--- config.mk ---
export PLATFORM = sky130hd
export DESIGN_NAME = rr_hold_arbiter
export DESIGN_NICKNAME = d
export VERILOG_FILES = /design/src/rtl/rr_hold_arbiter.sv
export SDC_FILE = /design/constraint.sdc
export NUM_CORES = 1
export LEC_CHECK = 0
export CAP_MARGIN = 10
export CORE_MARGIN = 3
export CORE_UTILIZATION = 55
export CTS_BUF_LIST = sky130_fd_sc_hd__clkbuf_8
export DETAILED_ROUTE_END_ITERATION = 16
export GPL_TIMING_DRIVEN = 0
export HOLD_SLACK_MARGIN = 0.08
export PLACE_DENSITY_LB_ADDON = 0.08
export SYNTH_ARGS = -nofsm -noshare
export SYNTH_HDL_FRONTEND = slang
export SYNTH_SLANG_ARGS = --single-unit
export TNS_END_PERCENT = 30
--- constraint.sdc ---
create_clock -name clk -period 3.6 [get_ports clk]
set_input_delay 0.72 -clock clk [delete_from_list [all_inputs] [get_ports clk]]
set_output_delay 0.72 -clock clk [all_outputs]
set_load 0.02 [all_outputs]
--- src/rtl/rr_hold_arbiter.sv ---
// Round-robin arbiter with a bounded hold time per grant.
// A grant lasts while the owner keeps requesting, up to MAX_HOLD cycles.
// Every grant is followed by at least one idle (GAP) cycle. Arbitration
// resumes one position past the most recent winner.
module rr_hold_arbiter #(
  parameter int unsigned N        = 4,
  parameter int unsigned MAX_HOLD = 8
) (
  input  logic                 clk,
  input  logic                 resetn,
  input  logic                 en,
  input  logic [N-1:0]         req,
  output logic [N-1:0]         gnt,
  output logic [$clog2(N)-1:0] gnt_id,
  output logic                 busy,
  output logic                 timeout
);

  localparam int unsigned   IW         = $clog2(N);
  localparam int unsigned   CW         = $clog2(MAX_HOLD + 1);
  localparam logic [CW-1:0] HOLD_LIMIT = CW'(MAX_HOLD);
  localparam logic [IW-1:0] LAST_RST   = IW'(N - 1);

  typedef enum logic [1:0] {
    IDLE  = 2'b00,
    GRANT = 2'b01,
    GAP   = 2'b10
  } state_t;

  state_t        state, state_nxt;
  logic [N-1:0]  gnt_nxt;
  logic [IW-1:0] gnt_id_nxt;
  logic [IW-1:0] last, last_nxt;
  logic [CW-1:0] hold_cnt, hold_nxt;
  logic          timeout_nxt;
  logic [IW-1:0] win;
  logic          found;
  int unsigned   idx;

  // Winner search: first set request bit upward from last+1, wrapping.
  always_comb begin
    win   = '0;
    found = 1'b0;
    idx   = 0;
    for (int unsigned k = 1; k <= N; k++) begin
      idx = (32'(last) + k) % N;
      if (!found && req[IW'(idx)]) begin
        found = 1'b1;
        win   = IW'(idx);
      end
    end
  end

  // Next-state and registered-output values.
  always_comb begin
    state_nxt   = state;
    gnt_nxt     = gnt;
    gnt_id_nxt  = gnt_id;
    last_nxt    = last;
    hold_nxt    = hold_cnt;
    timeout_nxt = 1'b0;
    case (state)
      IDLE, GAP: begin
        gnt_nxt = '0;
        if (en && found) begin
          state_nxt     = GRANT;
          gnt_nxt[win]  = 1'b1;
          gnt_id_nxt    = win;
          last_nxt      = win;
          hold_nxt      = CW'(1);
        end else begin
          state_nxt = IDLE;
        end
      end
      GRANT: begin
        // gnt_id always names the current owner while in GRANT.
        if (req[gnt_id] && (hold_cnt < HOLD_LIMIT)) begin
          hold_nxt = hold_cnt + CW'(1);
        end else begin
          state_nxt   = GAP;
          gnt_nxt     = '0;
          timeout_nxt = req[gnt_id];
        end
      end
      default: begin
        state_nxt = IDLE;
        gnt_nxt   = '0;
      end
    endcase
  end

  // State and output registers with asynchronous active-low reset.
  always_ff @(posedge clk or negedge resetn) begin
    if (!resetn) begin
      state    <= IDLE;
      gnt      <= '0;
      gnt_id   <= '0;
      busy     <= 1'b0;
      timeout  <= 1'b0;
      hold_cnt <= '0;
      last     <= LAST_RST;
    end else begin
      state    <= state_nxt;
      gnt      <= gnt_nxt;
      gnt_id   <= gnt_id_nxt;
      busy     <= |gnt_nxt;
      timeout  <= timeout_nxt;
      hold_cnt <= hold_nxt;
      last     <= last_nxt;
    end
  end

endmodule

==> reports/summary.txt, run 1 <==
Slew headroom: 0.550
Die H: 42.9 um
sequential share of the synthesized area: 0.537
grt ovf: 0
largest net degree at the start of global routing: 17
DRT antenna net count: 0
Worst VDD drop: 0.000491 V
status: finished clean
Max Clock Skew: 0.00577 ns
TritonCTS Buffers: 3
most frequent cells in the layout: dfrtp_1, clkdlybuf4s50_1, nand2_1
Initial Utilization: 0.633
Syn Nets: 73
mapped cell area: 751 um2
mux contribution to synthesized area: 0.0967
first-pass GRT wire length: 2.70 mm
Post-CTS Hold Fix Bufs: 0
Setup Crit Path Kind: in2reg
Critical Path RT: 3.74 ns
top-area cell type share of the netlist area: 0.467
die area: 1840 um2
Mean Syn Cell Area: 11.5 um2
Crit Path Max Fanout: 9
Vias/cell: 6.02
final WL: 1.52 mm
leakage: 0.432 nW
number of synthesized flops with an enable pin: 0
PwrDens: 771 nW/um2
DR WL/cell: 15.7 um
maxcap violations: 0
met3 usage: 0.0551
antenna violations before repair: 0
synth warn: 0
compound-cell area share of the yosys netlist: 0.142
final-layout fill cell count: 67
CTS max path bufs: 2
f_max: 0.436 GHz
main combinational cell family by area after synthesis: simple AND/OR/NAND/NOR gates
actual slew at the worst max-slew pin: 0.673 ns
endpoints failing hold: 0
Post-Synth Adder-Cell Area: 0.0167
Setup violations, final: 0
hpwl dp: 1.13 mm
Simple-Gate Fraction of Synth Area: 0.182
worst r2r dst: gnt[3]$_DFF_PN0_
DP Worst Slack: 1.06 ns
ys flop type: dfrtp_1
Setup crit start kind: primary input
post-CTS sizing: 0
R2R Path Start: last[0]$_DFFE_PN1P_
port buffer count: 14
DRC viols: 0
XOR/XNOR Fraction of Synth Area: 0
worst min path class: reg2reg
Worst Setup SP: req[1]
Layout area overhead: 27.0%
flop-to-flop setup slack: 1.85 ns
Site Rows: 12
# diodes: 0
Setup crit end kind: flop
final worst path period need: 2.29 ns
Skew-Pair Late Insertion Delay: 0.25 ns
unrepaired setup endpoints after global routing: no
# Post-CTS Setup Buffers: 0
ranking of synthesized cells by area: dfrtp_1, dfstp_2, mux2_4
Die W: 42.9 um
initial DRC count: 17
worst reg-to-reg path cell count: 4
Top Usage Layer GRT: met2
Critical Path AT: 2.43 ns
Final TNS setup: 0 ns
CTS tree: done
post-synth cell types: 32
PnR worst setup slack: 1.31 ns
share of cells above drive strength 1: 0.133
Global Route met1 Usage: 0.242
Core Area: 1190 um2
fin nets: 92
Clock Tree Root: clkbuf_8
number of global-route vias before repair: 615
#FFs+latches synth: 16
leading area contributor after synthesis: dfrtp_1
Total GRT Usage: 0.196
global-route met2 utilization: 0.329
CTS H-tree lvls: 1
asr flop ratio synth: 1.00
Syn Inst Count: 65
Final GP Congestion: 0.773
Max Slew Vio Count: 0
crit path capture: gnt[3]$_DFF_PN0_
Final period util: 0.636
Top Ports: 15
routed vias: 584
Pre-Repair DR Iteration Count: 4
Sink Count: 16
clk slew on worst S/H paths: 0.06 ns
through the flow:
stage                     instances  power [mW]   util  hold WS [ns]  instance area [um2]
after floorplan                  65       0.494      -         0.424                  751
after global placement           93       0.593  0.766         0.468                  908
after detailed placement         93       0.605  0.766         0.489                  908
after CTS                        97       0.739  0.804         0.498                  953
after global routing             97       0.784  0.804         0.529                  953
final                            97       0.735  0.804         0.486                  953
worst max-delay path: stages:
cell and delay (ns):
clkdlybuf4s50_1 0.49, or4_1 0.56, nand3b_1 0.31, nor2_1 0.12, a22o_1 0.22
kinds of logic (layout without fill, tap and decap cells):
family                     after synthesis  count (layout)
and+or+nand+nor                         25              25
DFF                                     16              16
AOI/OAI and AO/OA                       15              15
muxes                                    5               5
buffers and inverters                    3              21
adders and majority gates                1               1
flip-flops by register name, summed over array words and instances (netlist names):
signal,flops
gnt,4
hold_cnt,4
gnt_id,2
last,2
state,2
busy,1
timeout,1
Yosys cell counts, types with 2 or more instances:
master	n
mux2i_1	2
nor2b_1	3
dfstp_2	2
a21o_1	2
o21ai_1	2
o31ai_1	2
and3b_1	2
nand2_1	8
nor2_1	2
dfrtp_1	14
nand2b_1	3
mux2_4	2
a21oi_1	2
how the worst min path moves through the flow:
stage	from	endpoint	slack, ns	cells past startpoint
2_1_floorplan	resetn	busy$_DFF_PN0_	0.42	0
3_3_place_gp	hold_cnt[2]$_DFFE_PN0P_	hold_cnt[2]$_DFFE_PN0P_	0.47	1
3_5_place_dp	hold_cnt[2]$_DFFE_PN0P_	hold_cnt[2]$_DFFE_PN0P_	0.49	1
4_1_cts	hold_cnt[2]$_DFFE_PN0P_	hold_cnt[2]$_DFFE_PN0P_	0.50	1
5_1_grt	hold_cnt[2]$_DFFE_PN0P_	hold_cnt[2]$_DFFE_PN0P_	0.53	1
6_report	hold_cnt[2]$_DFFE_PN0P_	hold_cnt[2]$_DFFE_PN0P_	0.49	1
layout make-up:
class | count | area [um2] | area share
tap | 14 | 17.5 | 0.0184
sequential | 16 | 403 | 0.423
inverter | 1 | 3.75 | 0.00394
buffer | 2 | 16.3 | 0.0171
multi-input combinational | 46 | 328 | 0.344
timing repair buffer | 14 | 140 | 0.147
clock buffer | 3 | 41.3 | 0.0433
clock inverter | 1 | 3.75 | 0.00394
per-layer routing:
layer  part of all wire  vias to the layer above
met1               0.44                      293
met3              0.043                        2
li1                   -                      274
met2               0.51                       15
met4             0.0053                        0
met5                  0                        -
power breakdown:
| part | switching [mW] | total [mW] | internal (mW) |
|---|---|---|---|
| Sequential | 0.0534 | 0.304 | 0.250 |
| Clock | 0.0568 | 0.132 | 0.0754 |
| Combinational | 0.146 | 0.299 | 0.154 |
Note: power is estimated with default switching activity, not from simulation.
==> run 2: changes to the inputs <==
CORE_ASPECT_RATIO = 1.2   (was unset)
CORE_UTILIZATION = 46   (was 55)
clock period = 1.8 ns   (was 3.6 ns; I/O delays follow)
==> reports/summary.txt, run 2 (synthesis results as in run 1) <==
status: finished clean
cell count along the critical path: 5 (unchanged)
largest net degree at the start of global routing: 17 (unchanged)
port buffer count: 14 (unchanged)
Critical Path AT: 1.80 ns (-0.63 ns)
Final GP Congestion: 0.830 (+7.5%)
Post-Layout Cell Count: 102 (+5.2%)
critical path's top delay family: multiplexers
FF+latch area: 403 um2 (unchanged)
critical-path cell list: mux4_2, and3_1, buf_2, nor3_2, a31oi_1
# diodes: 0 (unchanged)
Worst Setup SP: gnt_id[1]$_DFFE_PN0P_
Top Registers: gnt x4, hold_cnt x4
antenna violations before repair: 0 (unchanged)
Setup crit start kind: flop
final worst path period need: 1.69 ns
CTS H-tree lvls: 1 (unchanged)
TritonCTS Buffers: 3 (unchanged)
Max Slew Vio Count: 0 (unchanged)
die area: 2150 um2 (+17%)
endpoints failing hold: 0 (unchanged)
Pre-Repair DR Iteration Count: 4 (unchanged)
Crit-path slowest cell: mux4_2
Clk pwr share: 0.205 (+0.025)
Final period util: 0.937
clk slew on worst S/H paths: 0.06 ns (about the same)
DRT antenna net count: 0 (unchanged)
leakage: 0.449 nW (+4.1%)
Logic pwr share: 0.403 (-0.004)
DRC viols: 0 (unchanged)
Slew headroom: 0.530 (-0.0193)
min-delay src: hold_cnt[2]$_DFFE_PN0P_
share of cells above drive strength 1: 0.188 (+0.0557)
worst r2r dst: hold_cnt[0]$_DFFE_PN0P_
WHS Path Cells: 1 (unchanged)
Core Area: 1480 um2 (+25%)
Crit Path Max Fanout: 10 (+1)
Clock Tree Root: clkbuf_8
max incr delay on CP: 0.53 ns (-0.03 ns)
number of instances in the placed design: 96 (+3.2%)
f_max: 0.593 GHz
Top Ports: 15 (unchanged)
DP Worst Slack: -0.406 ns (-1.46 ns)
Die H: 50.3 um (+17%)
WP buf/inv: 1 (unchanged)
CTS max path bufs: 2 (unchanged)
P_int: 1.02 mW (+110%)
grt ovf: 0 (unchanged)
Initial Utilization: 0.506 (-0.127)
initial DRC count: 4 (-13)
maxcap violations: 0 (unchanged)
CTS tree: done
Max Clock Skew: 0.00153 ns (-0.00423 ns)
Skew-Pair Late Insertion Delay: 0.25 ns (about the same)
R2R Path Start: gnt_id[1]$_DFFE_PN0P_
final-layout fill cell count: 118 (+76%)
Vias/cell: 5.75 (-4.6%)
commonest non-fill, non-tap cell in the layout: dfrtp_1
Setup violations, final: 0 (unchanged)
fin nets: 94 (+2.2%)
first-pass GRT wire length: 2.82 mm (+4.4%)
flop-to-flop setup slack: 0.11 ns (-1.74 ns)
PwrDens: 1570 nW/um2 (+100%)
Layout area overhead: 31.5%
Die W: 42.9 um (-0.15%)
worst reg-to-reg path cell count: 5 (+1)
Sink Count: 16 (unchanged)
final WL: 1.62 mm (+6.3%)
end of the worst hold path: hold_cnt[2]$_DFFE_PN0P_
Site Rows: 15 (+3)
Final TNS setup: 0 ns (unchanged)
post-route core utilization: 0.666 (-0.138)
Total GRT Usage: 0.181 (-0.0146)
Worst VDD drop: 0.000903 V (+84%)
PnR worst setup slack: 0.114 ns (-1.20 ns)
Sw Share: 0.344 (-0.00350)
number of global-route vias before repair: 664 (+8.0%)
switching power: 0.535 mW (+110%)
hpwl dp: 1.12 mm (-0.92%)
unrepaired setup endpoints after global routing: no
actual slew at the worst max-slew pin: 0.702 ns (+0.0288 ns)
Critical Path RT: 1.92 ns (-1.82 ns)
most frequent cells in the layout: dfrtp_1, clkdlybuf4s50_1, nand2_1
Setup crit end kind: flop
Flop pwr share: 0.392 (-0.021)
worst min path class: reg2reg
routed vias: 586 (+0.34%)
Setup Crit Path Kind: reg2reg
Multi-input gate area: 338 um2 (+3.1%)
DR WL/cell: 15.8 um (+1.1%)
[run 2: worst max-delay path by stage]
| stage | end | slack, ns |
|---|---|---|
| 6_report | hold_cnt[0]$_DFFE_PN0P_ | 0.11 |
| 5_1_grt | hold_cnt[0]$_DFFE_PN0P_ | 0.02 |
| 4_1_cts | gnt[3]$_DFF_PN0_ | 0.09 |
| 3_5_place_dp | gnt[3]$_DFF_PN0_ | -0.41 |
| 3_3_place_gp | gnt[3]$_DFF_PN0_ | -0.39 |
| 2_1_floorplan | hold_cnt[0]$_DFFE_PN0P_ | 0.09 |
[run 2: power by group through the flow]
stage / Combinational, mW / Sequential, mW / Clock [mW]
floorplan: 0.334 / 0.654 / 0
CTS: 0.622 / 0.609 / 0.320
global route: 0.687 / 0.632 / 0.343
finish: 0.626 / 0.609 / 0.318
detailed placement: 0.601 / 0.611 / 0
global placement: 0.589 / 0.606 / 0
[run 2: per-stage QoR]
stage / total power, mW / hold slack (ns) / instance area, um2
2_1_floorplan: 0.988 / 0.0644 / 751
3_3_place_gp: 1.20 / 0.472 / 912
3_5_place_dp: 1.21 / 0.475 / 912
4_1_cts: 1.55 / 0.483 / 982
5_1_grt: 1.66 / 0.512 / 987
6_report: 1.55 / 0.481 / 987
[run 2: what timing repair did]
action / in CTS / in global routing
gates resized for setup: 5 / 1
endpoints found under the hold margin: 0 / 0
endpoints found under the setup margin: 8 / 2
setup buffers: 2 / 0
hold buffers: 0 / 0
pin swaps: 1 / 0
[run 2: metal layers]
layer	vias up	GRT usage	routed length (um)
met5	-	0	0
met1	287	0.210	696
li1	277	-	-
met3	9	0.0430	49
met2	13	0.278	796
met4	0	0.150	72
[run 2: worst register-to-register path: stages (launching register included)]
cell	delay, ns
dfrtp_1	0.39
mux4_2	0.53
and3_1	0.21
buf_2	0.18
nor3_2	0.17
a31oi_1	0.07
[run 2: layout make-up]
| class | count | area share |
|---|---|---|
| flip-flops and latches | 16 | 0.408 |
| multi-input cells | 46 | 0.342 |
| repair buffers | 16 | 0.152 |
| clock buffers | 4 | 0.0558 |
| well taps | 17 | 0.0215 |
| plain buffers | 2 | 0.0165 |
| inverters | 1 | 0.00380 |
==> run 3: changes to the inputs <==
CORE_ASPECT_RATIO = unset   (was 1.2)
CORE_UTILIZATION = 51   (was 46)
SKIP_LAST_GASP = 1   (was unset)
clock period = 1.75 ns   (was 1.8 ns; I/O delays follow)
==> reports/summary.txt, run 3 (synthesis results as in run 1) <==
die area: 1970 um2 (-8.7%)
DRT antenna net count: 0 (unchanged)
port buffer count: 14 (unchanged)
TritonCTS Buffers: 3 (unchanged)
most frequent cells in the layout: dfrtp_1, clkdlybuf4s50_1, nand2_1
routed vias: 567 (-3.2%)
Die H: 44.4 um (-12%)
share of cells above drive strength 1: 0.186 (-0.00219)
Setup Crit Path Kind: in2reg
actual slew at the worst max-slew pin: 0.667 ns (-0.0350 ns)
DRC viols: 0 (unchanged)
# diodes: 0 (unchanged)
Max Clock Skew: 0.00328 ns (+0.00174 ns)
CTS max path bufs: 2 (unchanged)
DP Worst Slack: -0.437 ns (-0.0308 ns)
total power: 1.61 mW (+3.7%)
fin nets: 95 (+1.1%)
worst min path class: reg2reg
number of instances in the placed design: 94 (-2.1%)
leakage: 0.454 nW (+0.98%)
largest net degree at the start of global routing: 17 (unchanged)
first-pass GRT wire length: 2.64 mm (-6.1%)
Core Area: 1330 um2 (-10%)
unrepaired setup endpoints after global routing: yes
CTS H-tree lvls: 1 (unchanged)
Critical Path AT: 1.81 ns (about the same)
Initial Utilization: 0.563 (+0.0565)
Top Registers: gnt x4, hold_cnt x4
final worst path period need: 1.68 ns
Final TNS setup: 0 ns (unchanged)
Placed Instance Area: 910 um2 (-0.27%)
endpoints failing hold: 0 (unchanged)
Skew-Pair Late Insertion Delay: 0.25 ns (about the same)
status: finished clean
Top Ports: 15 (unchanged)
Max Slew Vio Count: 0 (unchanged)
Vias/cell: 5.61 (-2.3%)
clk slew on worst S/H paths: 0.06 ns (about the same)
maxcap violations: 0 (unchanged)
Sink Count: 16 (unchanged)
Setup crit end kind: flop
Worst VDD drop: 0.000807 V (-11%)
number of global-route vias before repair: 594 (-11%)
Site Rows: 13 (-2)
Setup violations, final: 0 (unchanged)
PwrDens: 1630 nW/um2 (+3.7%)
Critical Path RT: 1.88 ns (-0.04 ns)
Total GRT Usage: 0.188 (+0.00667)
final instance area: 987 um2 (unchanged)
Crit Path Max Fanout: 6 (-4)
Final GP Congestion: 0.796 (-4.1%)
Layout area overhead: 31.5% (unchanged)
post-route core utilization: 0.740 (+0.0743)
Die W: 44.4 um (+3.5%)
DR WL/cell: 15.6 um (-1.5%)
Multi-input gate area: 333 um2 (-1.5%)
initial DRC count: 5 (+1)
grt ovf: 0 (unchanged)
Post-Layout Cell Count: 101 (-0.98%)
hold slack: 0.492 ns (+0.0106 ns)
Pre-Repair DR Iteration Count: 4 (unchanged)
Clock Tree Root: clkbuf_8
PnR worst setup slack: 0.0678 ns (-0.0457 ns)
final WL: 1.58 mm (-2.5%)
final-layout fill cell count: 92 (-22%)
antenna violations before repair: 0 (unchanged)
Setup crit start kind: primary input
FF+latch area: 403 um2 (unchanged)
CTS tree: done
f_max: 0.594 GHz
commonest non-fill, non-tap cell in the layout: dfrtp_1
Slew headroom: 0.554 (+0.0234)
Final period util: 0.961
hpwl dp: 1.08 mm (-3.9%)
run 3: cell count changes in the layout (fill, tap and decap cells not counted):
cell,delta
nor3_2,-1
buf_4,+1
nor3_1,+1
run 3: final cells by class:
| class | instances | area share |
|---|---|---|
| Clock buffer | 4 | 0.0558 |
| Buffer | 2 | 0.0165 |
| Multi-Input combinational cell | 46 | 0.337 |
| Tap cell | 15 | 0.0190 |
| Inverter | 1 | 0.00380 |
| Timing Repair Buffer | 17 | 0.160 |
| Sequential cell | 16 | 0.408 |
run 3: critical path, cell delays in order:
cell and delay (ns):
dlygate4sd2_1 0.28, or4_1 0.55, and3b_1 0.21, buf_6 0.13, mux2_4 0.30
run 3: power by group:
part           switching, mW  internal [mW]  leakage, nW
Combinational          0.320          0.346        0.223
Clock                  0.125          0.199       0.0288
Sequential             0.106          0.514        0.202
run 3: timing repair:
item / in CTS / in global routing
endpoints found under the setup margin: 14 / 4
hold buffers: 0 / 0
gates resized for setup: 4 / 1
buffers inserted: 3 / 0
pin swaps: 1 / 0
run 3: per-layer routing:
| metal | track usage | part of all wire |
|---|---|---|
| met4 | 0.0723 | 0.0076 |
| met5 | 0 | 0 |
| met2 | 0.317 | 0.54 |
| met1 | 0.234 | 0.43 |
| met3 | 0.0407 | 0.025 |
run 3: path summary, 6_finish.rpt:
kind,cells after the start,from,slack (ns),endpoint
max,5,req[1],0.07,gnt_id[0]$_DFFE_PN0P_
min,1,hold_cnt[2]$_DFFE_PN0P_,0.49,hold_cnt[2]$_DFFE_PN0P_
max reg2reg,5,gnt_id[1]$_DFFE_PN0P_,0.08,hold_cnt[0]$_DFFE_PN0P_
min reg2reg,1,hold_cnt[2]$_DFFE_PN0P_,0.49,hold_cnt[2]$_DFFE_PN0P_
max in group asynchronous,1,resetn,0.81,gnt_id[0]$_DFFE_PN0P_
min in group asynchronous,1,resetn,0.51,state[0]$_DFFE_PN0P_
